===== config.mk =====
export PLATFORM = sky130hd
export DESIGN_NAME = solver_dispatch
export DESIGN_NICKNAME = d
export VERILOG_FILES = /design/src/rtl/solver_dispatch.sv
export SDC_FILE = /design/constraint.sdc
export NUM_CORES = 1
export LEC_CHECK = 0
export ABC_CLOCK_PERIOD_IN_PS = 8600
export CAP_MARGIN = 40
export CORE_UTILIZATION = 45
export CTS_BUF_LIST = sky130_fd_sc_hd__clkbuf_8
export DETAILED_ROUTE_END_ITERATION = 16
export GPL_TIMING_DRIVEN = 0
export PLACE_DENSITY = 0.68
export SETUP_SLACK_MARGIN = 0.15
export SLEW_MARGIN = 10
export SYNTH_ARGS = -nofsm -noshare
export SYNTH_HDL_FRONTEND = slang
export SYNTH_SLANG_ARGS = --single-unit

===== constraint.sdc =====
create_clock -name clock -period 8.6 [get_ports clock]
set_clock_uncertainty 0.15 [all_clocks]
set_input_delay 1.72 -clock clock [delete_from_list [all_inputs] [get_ports clock]]
set_output_delay 1.72 -clock clock [all_outputs]
set_load 0.005 [all_outputs]

===== src/rtl/solver_dispatch.sv =====
// Dynamic row dispatcher between NUM_SOLVERS pattern solvers and one frame-buffer write port.
// Define SOLVER_STATS_EN to add per-channel row counts and a grant-stall counter.
module solver_dispatch #(
    parameter int NUM_SOLVERS = 4,
    parameter int NUM_COLUMNS = 640,
    parameter int NUM_ROWS    = 480,
    parameter int COORD_W     = 27,
    parameter int PIX_W       = 4,
    parameter int ROW_W       = 10,
    parameter int ADDR_W      = 19
) (
    input  logic                             clock,
    input  logic                             reset,
    input  logic                             start,
    input  logic signed [COORD_W-1:0]        min_y,
    input  logic signed [COORD_W-1:0]        dy,
    output logic [NUM_SOLVERS-1:0]           job_valid,
    input  logic [NUM_SOLVERS-1:0]           job_ready,
    output logic [ROW_W-1:0]                 job_row,
    output logic signed [COORD_W-1:0]        job_y,
    input  logic [NUM_SOLVERS-1:0]           res_valid,
    output logic [NUM_SOLVERS-1:0]           res_ready,
    input  logic [NUM_SOLVERS*PIX_W-1:0]     res_data,
    output logic                             fb_wr_en,
    output logic [ADDR_W-1:0]                fb_wr_addr,
    output logic [PIX_W-1:0]                 fb_wr_data,
    output logic                             busy,
    output logic                             done,
    output logic [31:0]                      solve_time,
`ifdef SOLVER_STATS_EN
    input  logic [4:0]                       stat_sel,
    output logic [ROW_W-1:0]                 stat_rows,
    output logic [31:0]                      stat_stall,
`endif
    output logic                             proto_err
);

    localparam int N     = NUM_SOLVERS;
    localparam int PTR_W = (N > 1) ? $clog2(N) : 1;
    localparam int COL_W = (NUM_COLUMNS > 1) ? $clog2(NUM_COLUMNS) : 1;
    localparam logic [PTR_W-1:0] LAST = PTR_W'(N - 1);

    typedef enum logic [1:0] {IDLE, RUN, DRAIN, DONE} state_t;

    state_t                    state;
    logic [N-1:0]              active;
    logic [ADDR_W-1:0]         base [N];
    logic [COL_W-1:0]          col  [N];
    logic [ROW_W:0]            row_cnt;
    logic signed [COORD_W-1:0] next_y;
    logic signed [COORD_W-1:0] dy_q;
    logic [ADDR_W-1:0]         next_base;
    logic [PTR_W-1:0]          job_ptr;
    logic [PTR_W-1:0]          res_ptr;

    logic [N-1:0]     job_req, res_req, job_gnt, res_gnt;
    logic             job_hit, res_hit;
    logic [PTR_W-1:0] job_idx, res_idx, ji, ri;
    logic             rows_left, launch, running, res_last;

    assign rows_left = row_cnt < (ROW_W+1)'(NUM_ROWS);
    assign running   = (state == RUN) || (state == DRAIN);
    assign launch    = start && ((state == IDLE) || (state == DONE));
    assign busy      = running;
    assign done      = (state == DONE);
    assign job_row   = row_cnt[ROW_W-1:0];
    assign job_y     = next_y;
    assign job_valid = job_gnt;
    assign res_ready = res_gnt;
    assign res_last  = res_hit && (col[res_idx] == COL_W'(NUM_COLUMNS - 1));

    // Both searches start one past the last winner, giving round-robin order.
    always_comb begin
        job_req = (state == RUN && rows_left) ? (~active & job_ready) : '0;
        res_req = active & res_valid;
        job_hit = 1'b0;
        res_hit = 1'b0;
        job_idx = '0;
        res_idx = '0;
        ji      = '0;
        ri      = '0;
        job_gnt = '0;
        res_gnt = '0;
        for (int k = 1; k <= N; k++) begin
            ji = PTR_W'((int'(job_ptr) + k) % N);
            ri = PTR_W'((int'(res_ptr) + k) % N);
            if (!job_hit && job_req[ji]) begin
                job_hit = 1'b1;
                job_idx = ji;
            end
            if (!res_hit && res_req[ri]) begin
                res_hit = 1'b1;
                res_idx = ri;
            end
        end
        if (job_hit) job_gnt[job_idx] = 1'b1;
        if (res_hit) res_gnt[res_idx] = 1'b1;
    end

    always_ff @(posedge clock) begin
        if (reset) begin
            state      <= IDLE;
            active     <= '0;
            row_cnt    <= '0;
            next_y     <= '0;
            dy_q       <= '0;
            next_base  <= '0;
            job_ptr    <= LAST;
            res_ptr    <= LAST;
            fb_wr_en   <= 1'b0;
            fb_wr_addr <= '0;
            fb_wr_data <= '0;
            solve_time <= '0;
            proto_err  <= 1'b0;
            for (int i = 0; i < N; i++) begin
                base[i] <= '0;
                col[i]  <= '0;
            end
        end else begin
            fb_wr_en <= res_hit;
            if (res_hit) begin
                fb_wr_addr <= base[res_idx] + ADDR_W'(col[res_idx]);
                fb_wr_data <= res_data[int'(res_idx)*PIX_W +: PIX_W];
                res_ptr    <= res_idx;
                col[res_idx] <= col[res_idx] + COL_W'(1);
                if (res_last) active[res_idx] <= 1'b0;
            end
            if (job_hit) begin
                active[job_idx] <= 1'b1;
                base[job_idx]   <= next_base;
                col[job_idx]    <= '0;
                row_cnt         <= row_cnt + (ROW_W+1)'(1);
                next_y          <= next_y + dy_q;
                next_base       <= next_base + ADDR_W'(NUM_COLUMNS);
                job_ptr         <= job_idx;
            end
            if (running && |(res_valid & ~active)) proto_err <= 1'b1;
            if (running && solve_time != '1) solve_time <= solve_time + 32'd1;
            unique case (state)
                IDLE, DONE: begin
                    // A fresh frame also restarts both arbiters at channel 0.
                    if (launch) begin
                        state      <= RUN;
                        dy_q       <= dy;
                        next_y     <= min_y;
                        row_cnt    <= '0;
                        next_base  <= '0;
                        solve_time <= '0;
                        proto_err  <= 1'b0;
                        job_ptr    <= LAST;
                        res_ptr    <= LAST;
                    end
                end
                RUN: begin
                    if (!rows_left) state <= DRAIN;
                end
                DRAIN: begin
                    if (active == '0 && !fb_wr_en) state <= DONE;
                end
                default: state <= IDLE;
            endcase
        end
    end

`ifdef SOLVER_STATS_EN
    logic [ROW_W-1:0] rows_done [N];
    logic [31:0]      stall_q;

    assign stat_stall = stall_q;
    assign stat_rows  = (int'(stat_sel) < N) ? rows_done[PTR_W'(stat_sel)] : '0;

    always_ff @(posedge clock) begin
        if (reset || launch) begin
            stall_q <= '0;
            for (int i = 0; i < N; i++) rows_done[i] <= '0;
        end else begin
            if (|(res_req & ~res_gnt) && stall_q != '1) stall_q <= stall_q + 32'd1;
            if (res_last) rows_done[res_idx] <= rows_done[res_idx] + ROW_W'(1);
        end
    end
`endif

endmodule


==> qor.txt, run 1 <==
Outcome -> finished, final reports clean
Final period util -> 0.9195
CTS clk-pin slew, worst paths -> 0.06 ns
Nets -> 1,903
GR Layer Usage met3 -> 0.05620
Total Die Area -> 28,800 µm²
Clock share of power -> 0.248
Async SR Flop Fraction -> 0
Adder-cell share of the synthesized area -> 0.04280
Yosys warns -> 0
Die width -> 169.7 µm
Flop pwr share -> 0.359
Psw -> 0.001554 W
Logic gate share of total power -> 0.393
Vias -> 12,520
Cell Pwr Density -> 253.8 nW/µm²
Crit Path Category -> in -> out
Synth Flop Type -> dfxtp_1
CTS resizes -> 0
Cells after synthesis -> 1,548
Wire per inst -> 19.35 µm
Netlist cell types -> 83
GPL Wtd Cong -> 0.9713
Inserted Clock Buffers -> 41
# fillers -> 2,568
Mean Syn Cell Area -> 8.177 µm²
Drt pass-1 iters -> 8
Simple-Gate Fraction of Synth Area -> 0.2474
Hold slack -> 0.3000 ns
Max-Cap Viols -> 0
CTS Sinks -> 236
Boundary Pins -> 185
Core footprint -> 27,710 µm²
Via density -> 5.725
Met2 Usage GRT -> 0.4524
H-Tree Level Count -> 2
Hold Vio Cnt, Final -> 0
Grt met1 use -> 0.3863
Worst Path Arrival -> 6.04 ns
Grt total ovfl -> 0
Die Span Y -> 169.7 µm
Syn-to-layout area delta -> 24.82%
Fmax -> 126.5 MHz
DRT Wirelength -> 42,320 µm
Critical R2R Launch -> res_ptr[1]$_SDFF_PP1_
Num rows -> 61
Sequential share of the synthesized area -> 0.4144
DRC marker count from the first detailed-route iteration -> 1,150
Max-Slew Margin vs Limit -> 0.3992
Post-synth EDFFs -> 52
Max Root-Sink Buffers -> 3
Worst hold start -> fb_wr_data[2]$_SDFFE_PP0N_
First-pass GRT wire length -> 64,640 µm
Largest area contributor in the synthesized netlist -> dfxtp_1
Final setup vio count -> 0
Post-synth top area share -> 0.2910
Diodes inserted -> 0
P_int -> 0.002455 W
Total GRT Usage -> 0.2891
Switching Share -> 0.3877
Setup tns final -> 0 ns
Synth Area in Compound Gates -> 0.1726
DP Wirelength -> 31,060 µm
CTS tree -> built
Min Tclk post-route -> 7.908 ns
Crit path launch type -> primary input
Root Driver -> clkbuf_8
Post-synthesis mux area share -> 0.02194
Worst setup EP type -> primary output
XOR/XNOR Fraction of Synth Area -> 0.05466
Largest net degree at the start of global routing -> 16
Post-route DRC -> 0
Number of global-route vias before repair -> 11,590
WP data required -> 6.73 ns
Clock Latency Late Sink -> 0.57 ns
Slew Limit Fails -> 0
Crit. Startpoint -> res_valid[3]
Input/output buffers -> 183
Initial core utilization -> 0.4569
Unrepaired setup endpoints after global routing -> false
Leakage -> 6.033 nW
CP Max Fanout -> 10
Layer with the highest usage -> met2
Seq cells post-synth -> 236
Max VDD drop -> 0.1348 mV
Synth top area cells -> dfxtp_1 29%, edfxtp_1 12%, nand2_1 7.7%, nor2_1 5.4%, a21oi_1 4.8%
Hold Crit Class -> reg -> reg
Hold buffer count at CTS -> 0
Initial antenna violation count -> 0
Tightest Pin Transition -> 0.8979 ns
Post CTS Setup Buffer Count -> 0
Layout cell share with drive strength beyond 1 -> 0.06025
Post-route ant nets -> 0
Mapped Area -> 12,660 µm²
Largest family of logic cells by synthesized area -> simple AND/OR/NAND/NOR gates
==> placed cells by master, fill, tap and decap left out, drive strengths merged, types with 4 or more instances in the layout <==
cell           netlist  layout
clkinv               2      11
nand2              260     260
nor2b               15      15
conb                 1       4
a21oi              123     123
xor2                38      38
mux2i               12      12
o21a                 8       8
mux4                 5       5
a21o                13      13
dfxtp              184     184
o21ai               67      67
and4                 7       7
a22oi                8       8
nor2               183     183
a31oi               25      25
nand4               20      20
mux2                 4       4
nand3b               5       5
clkdlybuf4s50        0     183
a211oi              20      20
nand3               68      68
o211ai              12      12
nor3                44      44
buf                 37      41
o22ai                7       7
inv                 40      55
a311oi              16      16
clkbuf              61     107
nor4                 8       8
and3                26      26
nand2b               7       7
and2                10      10
xnor2               41      41
ha                  40      40
or3                 21      21
edfxtp              52      52
o31ai                5       5
==> worst max-delay path, stage by stage <==
cell	delay, ns
clkdlybuf4s50_1	0.54
and4b_1	0.24
buf_2	0.19
a221oi_4	0.25
nand3_1	0.49
buf_2	0.40
clkbuf_1	0.32
buf_1	0.39
nor3_1	0.34
clkbuf_1	0.53
clkdlybuf4s50_1	0.63
==> through the flow <==
stage	total power, W	setup WS, ns	instance area [µm²]	utilization	instances
CTS	0.004000	0.7906	15800	0.5703	2187
finish	0.004009	0.6921	15800	0.5703	2187
floorplan	0.002371	2.879	12670	-	1551
detailed placement	0.003008	0.7864	15030	0.5426	2116
global placement	0.002971	0.7062	14970	0.5405	2112
global route	0.004235	0.5406	15800	0.5703	2187
==> cell usage after synthesis, types with 4 or more instances <==
master and n:
buf_2 9, mux2i_1 12, clkbuf_1 61, o21a_1 8, xor2_1 38, o31ai_1 4, inv_1 40, dfxtp_1 184
or3_1 21, and2_1 10, buf_1 17, nor2_1 183, mux4_2 5, nor2b_1 15, a311oi_1 16, o22ai_1 7
nand2_1 259, edfxtp_1 52, o211ai_1 10, and3_1 25, nor4_1 7, xnor2_1 41, buf_4 10, a31oi_1 24
a22oi_1 8, nand3b_1 5, a211oi_1 20, ha_1 40, nand3_1 68, a21o_1 13, mux2_2 4, and4_1 7
nand2b_1 7, o21ai_0 64, a21oi_1 122, nor3_1 44, nand4_1 20
==> flip-flops by register name (all words and copies together) (netlist names) <==
name / cells
active: 4
base: 52
col: 40
dy_q: 27
fb_wr_addr: 19
fb_wr_data: 4
fb_wr_en: 1
job_ptr: 2
job_y: 27
next_base: 12
proto_err: 1
res_ptr: 2
row_cnt: 11
solve_time: 32
state: 2
==> power groups by stage <==
stage	clock (W)	combinational (W)	sequential [W]
final	0.000993	0.00158	0.00144
after global routing	0.00106	0.00172	0.00146
after CTS	0.00100	0.00156	0.00144
after detailed placement	0	0.00155	0.00146
after global placement	0	0.00152	0.00145
after floorplan	0	0.000943	0.00143
==> kinds of logic after synthesis <==
logic type      Yosys count
xor+xnor                 79
simple gates            688
buf+inv                 140
compound gates          340
mux                      21
fa+ha+maj                43
other cells               1
flops                   236
==> layer usage <==
| metal | wire length, µm | share of wire | vias to the layer above |
|---|---|---|---|
| li1 | - | - | 5926 |
| met1 | 18310 | 0.43 | 5893 |
| met2 | 18770 | 0.44 | 579 |
| met3 | 3602 | 0.085 | 122 |
| met4 | 1638 | 0.039 | 0 |
| met5 | 0 | 0 | - |
==> path summary, 6_finish.rpt <==
path,to,slack (ns),cells after the start
max,res_ready[0],0.69,11
min,fb_wr_data[2]$_SDFFE_PP0N_,0.30,2
max reg2reg,fb_wr_addr[18]$_SDFFE_PP0N_,2.51,19
min reg2reg,fb_wr_data[2]$_SDFFE_PP0N_,0.30,2
==> layout make-up <==
| cell class | count | area (µm²) | share of cell area |
|---|---|---|---|
| buffer | 98 | 424.2 | 0.02685 |
| clock buffer | 46 | 633.1 | 0.04007 |
| clock inverter | 25 | 135.1 | 0.008552 |
| inverter | 42 | 157.7 | 0.009978 |
| multi-input combinational | 1175 | 6850 | 0.4336 |
| sequential | 236 | 5245 | 0.3320 |
| tap | 378 | 473.0 | 0.02993 |
| timing repair buffer | 187 | 1882 | 0.1191 |
No activity file was read; power rests on OpenSTA's default activity.
==> inputs of run 2 (changes only) <==
--- a/config.mk
+++ b/config.mk
@@ -7,10 +7,12 @@
 export LEC_CHECK = 0
 export ABC_CLOCK_PERIOD_IN_PS = 8600
 export CAP_MARGIN = 40
+export CORE_MARGIN = 2
 export CORE_UTILIZATION = 45
 export CTS_BUF_LIST = sky130_fd_sc_hd__clkbuf_8
 export DETAILED_ROUTE_END_ITERATION = 16
 export GPL_TIMING_DRIVEN = 0
+export MAX_ROUTING_LAYER = met4
 export PLACE_DENSITY = 0.68
 export SETUP_SLACK_MARGIN = 0.15
 export SLEW_MARGIN = 10
==> qor.txt, run 2 (synthesized netlist as in run 1, its figures left out) <==
Largest net degree at the start of global routing -> 16 (unchanged)
Slew Limit Fails -> 0 (unchanged)
CTS Sinks -> 236 (unchanged)
Final instance area -> 15,870 µm² (+0.47%)
Hold Vio Cnt, Final -> 0 (unchanged)
Total Die Area -> 29,490 µm² (+2.4%)
Grt total ovfl -> 0 (unchanged)
Worst setup EP type -> primary output
Total GRT Usage -> 0.2942 (+0.005105)
Layer with the highest usage -> met2
CTS tree -> built
Post-route ant nets -> 0 (unchanged)
WP data required -> 6.73 ns (about the same)
Hold buffer count at CTS -> 0 (unchanged)
Highest cell delay on the worst timing path -> 0.66 ns (+0.03 ns)
DRC marker count from the first detailed-route iteration -> 1,135 (-1.3%)
Dpl cells -> 2,116 (unchanged)
Layout cell share with drive strength beyond 1 -> 0.06233 (+0.002073)
Reg area -> 5245 µm² (unchanged)
Largest register FFs -> 52 (unchanged)
Wire per inst -> 19.56 µm (+1.1%)
Top reg by flops -> base
Slowest-stage cell, CP -> buf_1
Num rows -> 61 (unchanged)
Vias -> 12,420 (-0.83%)
DRT Wirelength -> 42,870 µm (+1.3%)
Fmax -> 124.0 MHz (-1.9%)
Cell Area, Placed -> 15,040 µm² (about the same)
Boundary Pins -> 185 (unchanged)
Tightest Pin Transition -> 0.9034 ns (+0.005518 ns)
H-Tree Level Count -> 2 (unchanged)
Unrepaired setup endpoints after global routing -> false
Post CTS Setup Buffer Count -> 0 (unchanged)
Max-Cap Viols -> 0 (unchanged)
Max VDD drop -> 0.1377 mV (+2.2%)
Min Tclk post-route -> 8.064 ns (+0.1565 ns)
Max Root-Sink Buffers -> 3 (unchanged)
Final period util -> 0.9377 (+0.01820)
Input/output buffers -> 183 (unchanged)
Post-layout util -> 0.5730 (+0.002665)
Grt met1 use -> 0.3964 (+0.01014)
Core footprint -> 27,710 µm² (unchanged)
Area of the multi-input gates -> 6850 µm² (unchanged)
Met2 Usage GRT -> 0.4481 (-0.004370)
Drt pass-1 iters -> 5 (-3)
Root Driver -> clkbuf_8
Crit Path Category -> in -> out
Post-route DRC -> 0 (unchanged)
Clock Latency Late Sink -> 0.58 ns (about the same)
Cell Pwr Density -> 256.2 nW/µm² (+0.97%)
GPL Wtd Cong -> 0.9479 (-2.4%)
Outcome -> finished, final reports clean
Crit path launch type -> primary input
Initial core utilization -> 0.4569 (unchanged)
GR Layer Usage met3 -> 0.05108 (-0.005122)
Inserted Clock Buffers -> 42 (+2.4%)
CTS resizes -> 0 (unchanged)
# fillers -> 2,600 (+1.2%)
Hold Crit Class -> reg -> reg
CTS clk-pin slew, worst paths -> 0.06 ns (about the same)
Syn-to-layout area delta -> 25.40%
CP Max Fanout -> 10 (unchanged)
Biggest regs -> base x52, col x40, solve_time x32
CP most frequent cell -> clkdlybuf4s50_1
Worst Path Arrival -> 6.19 ns (+0.15 ns)
Commonest non-fill, non-tap cell in the layout -> nand2_1
Max-Slew Margin vs Limit -> 0.3977 (-0.001468)
Die Span Y -> 171.7 µm (+1.2%)
Via density -> 5.664 (-1.1%)
Fin cells -> 2,192 (+0.23%)
Most frequent cells in the layout -> 259 x nand2_1, 184 x dfxtp_1, 183 x nor2_1, 183 x clkdlybuf4s50_1, 122 x a21oi_1
Hold slack -> 0.2988 ns (-0.001215 ns)
Final setup vio count -> 0 (unchanged)
Die width -> 171.7 µm (+1.2%)
First-pass GRT wire length -> 65,150 µm (+0.79%)
Nets -> 1,904 (+0.053%)
CP Cell Sequence -> clkdlybuf4s50_1, nand2_2, or3b_4, nand3_1, buf_2, clkbuf_1, buf_1, nand2_1, inv_1, clkdlybuf4s50_1
Number of global-route vias before repair -> 11,580 (-0.10%)
DP Wirelength -> 31,490 µm (+1.4%)
Leakage -> 6.079 nW (+0.75%)
Setup tns final -> 0 ns (unchanged)
Initial antenna violation count -> 1 (+1)
[run 2: cell count changes in the layout (fill, tap and decap cells not counted)]
cell	change
inv_1	+4
clkinv_2	+1
buf_8	-1
bufinv_16	+1
diode_2	+1
clkinv_8	+1
buf_16	+1
clkinvlp_4	+1
clkinv_1	-4
[run 2: through the flow]
stage	worst slack [ns]	total power [W]
final	0.5356	0.004067
after detailed placement	0.7238	0.003016
after global routing	0.5095	0.004289
after global placement	0.6541	0.002981
after floorplan	2.879	0.002371
after CTS	0.7335	0.004060
[run 2: worst paths after layout]
path	start	to	slack (ns)	cells after the start
setup reg to reg	res_ptr[1]$_SDFF_PP1_	fb_wr_addr[16]$_SDFFE_PP0N_	2.39	19
hold reg to reg	fb_wr_addr[1]$_SDFFE_PP0N_	fb_wr_addr[1]$_SDFFE_PP0N_	0.30	2
setup / recovery	res_valid[3]	res_ready[1]	0.54	10
hold / removal	fb_wr_addr[1]$_SDFFE_PP0N_	fb_wr_addr[1]$_SDFFE_PP0N_	0.30	2
[run 2: area by class of cell]
class	count	share of cell area
diodes	1	0.0001576
plain buffers	98	0.02672
clock buffers	46	0.03988
clock inverters	29	0.01222
inverters	42	0.009931
multi-input cells	1175	0.4315
flip-flops and latches	236	0.3304
well taps	378	0.02979
repair buffers	187	0.1193
[run 2: worst max-delay path: cells and delay by family]
family | cells | cell delay, ns
buffers and inverters | 6 | 3.14
and+or+nand+nor | 4 | 1.32
[run 2: where the power goes]
part | internal, W | switching [W] | total [W]
Clock | 0.000557 | 0.000486 | 0.00104
Combinational | 0.000630 | 0.000956 | 0.00159
Sequential | 0.00131 | 0.000131 | 0.00144
Total | 0.00250 | 0.00157 | 0.00407
[run 2: per-layer routing]
metal  up-vias  wire, µm
li1       5922         -
met1      5861     18900
met2       540     19150
met3        93      3494
met4         0      1315
met5         -         0
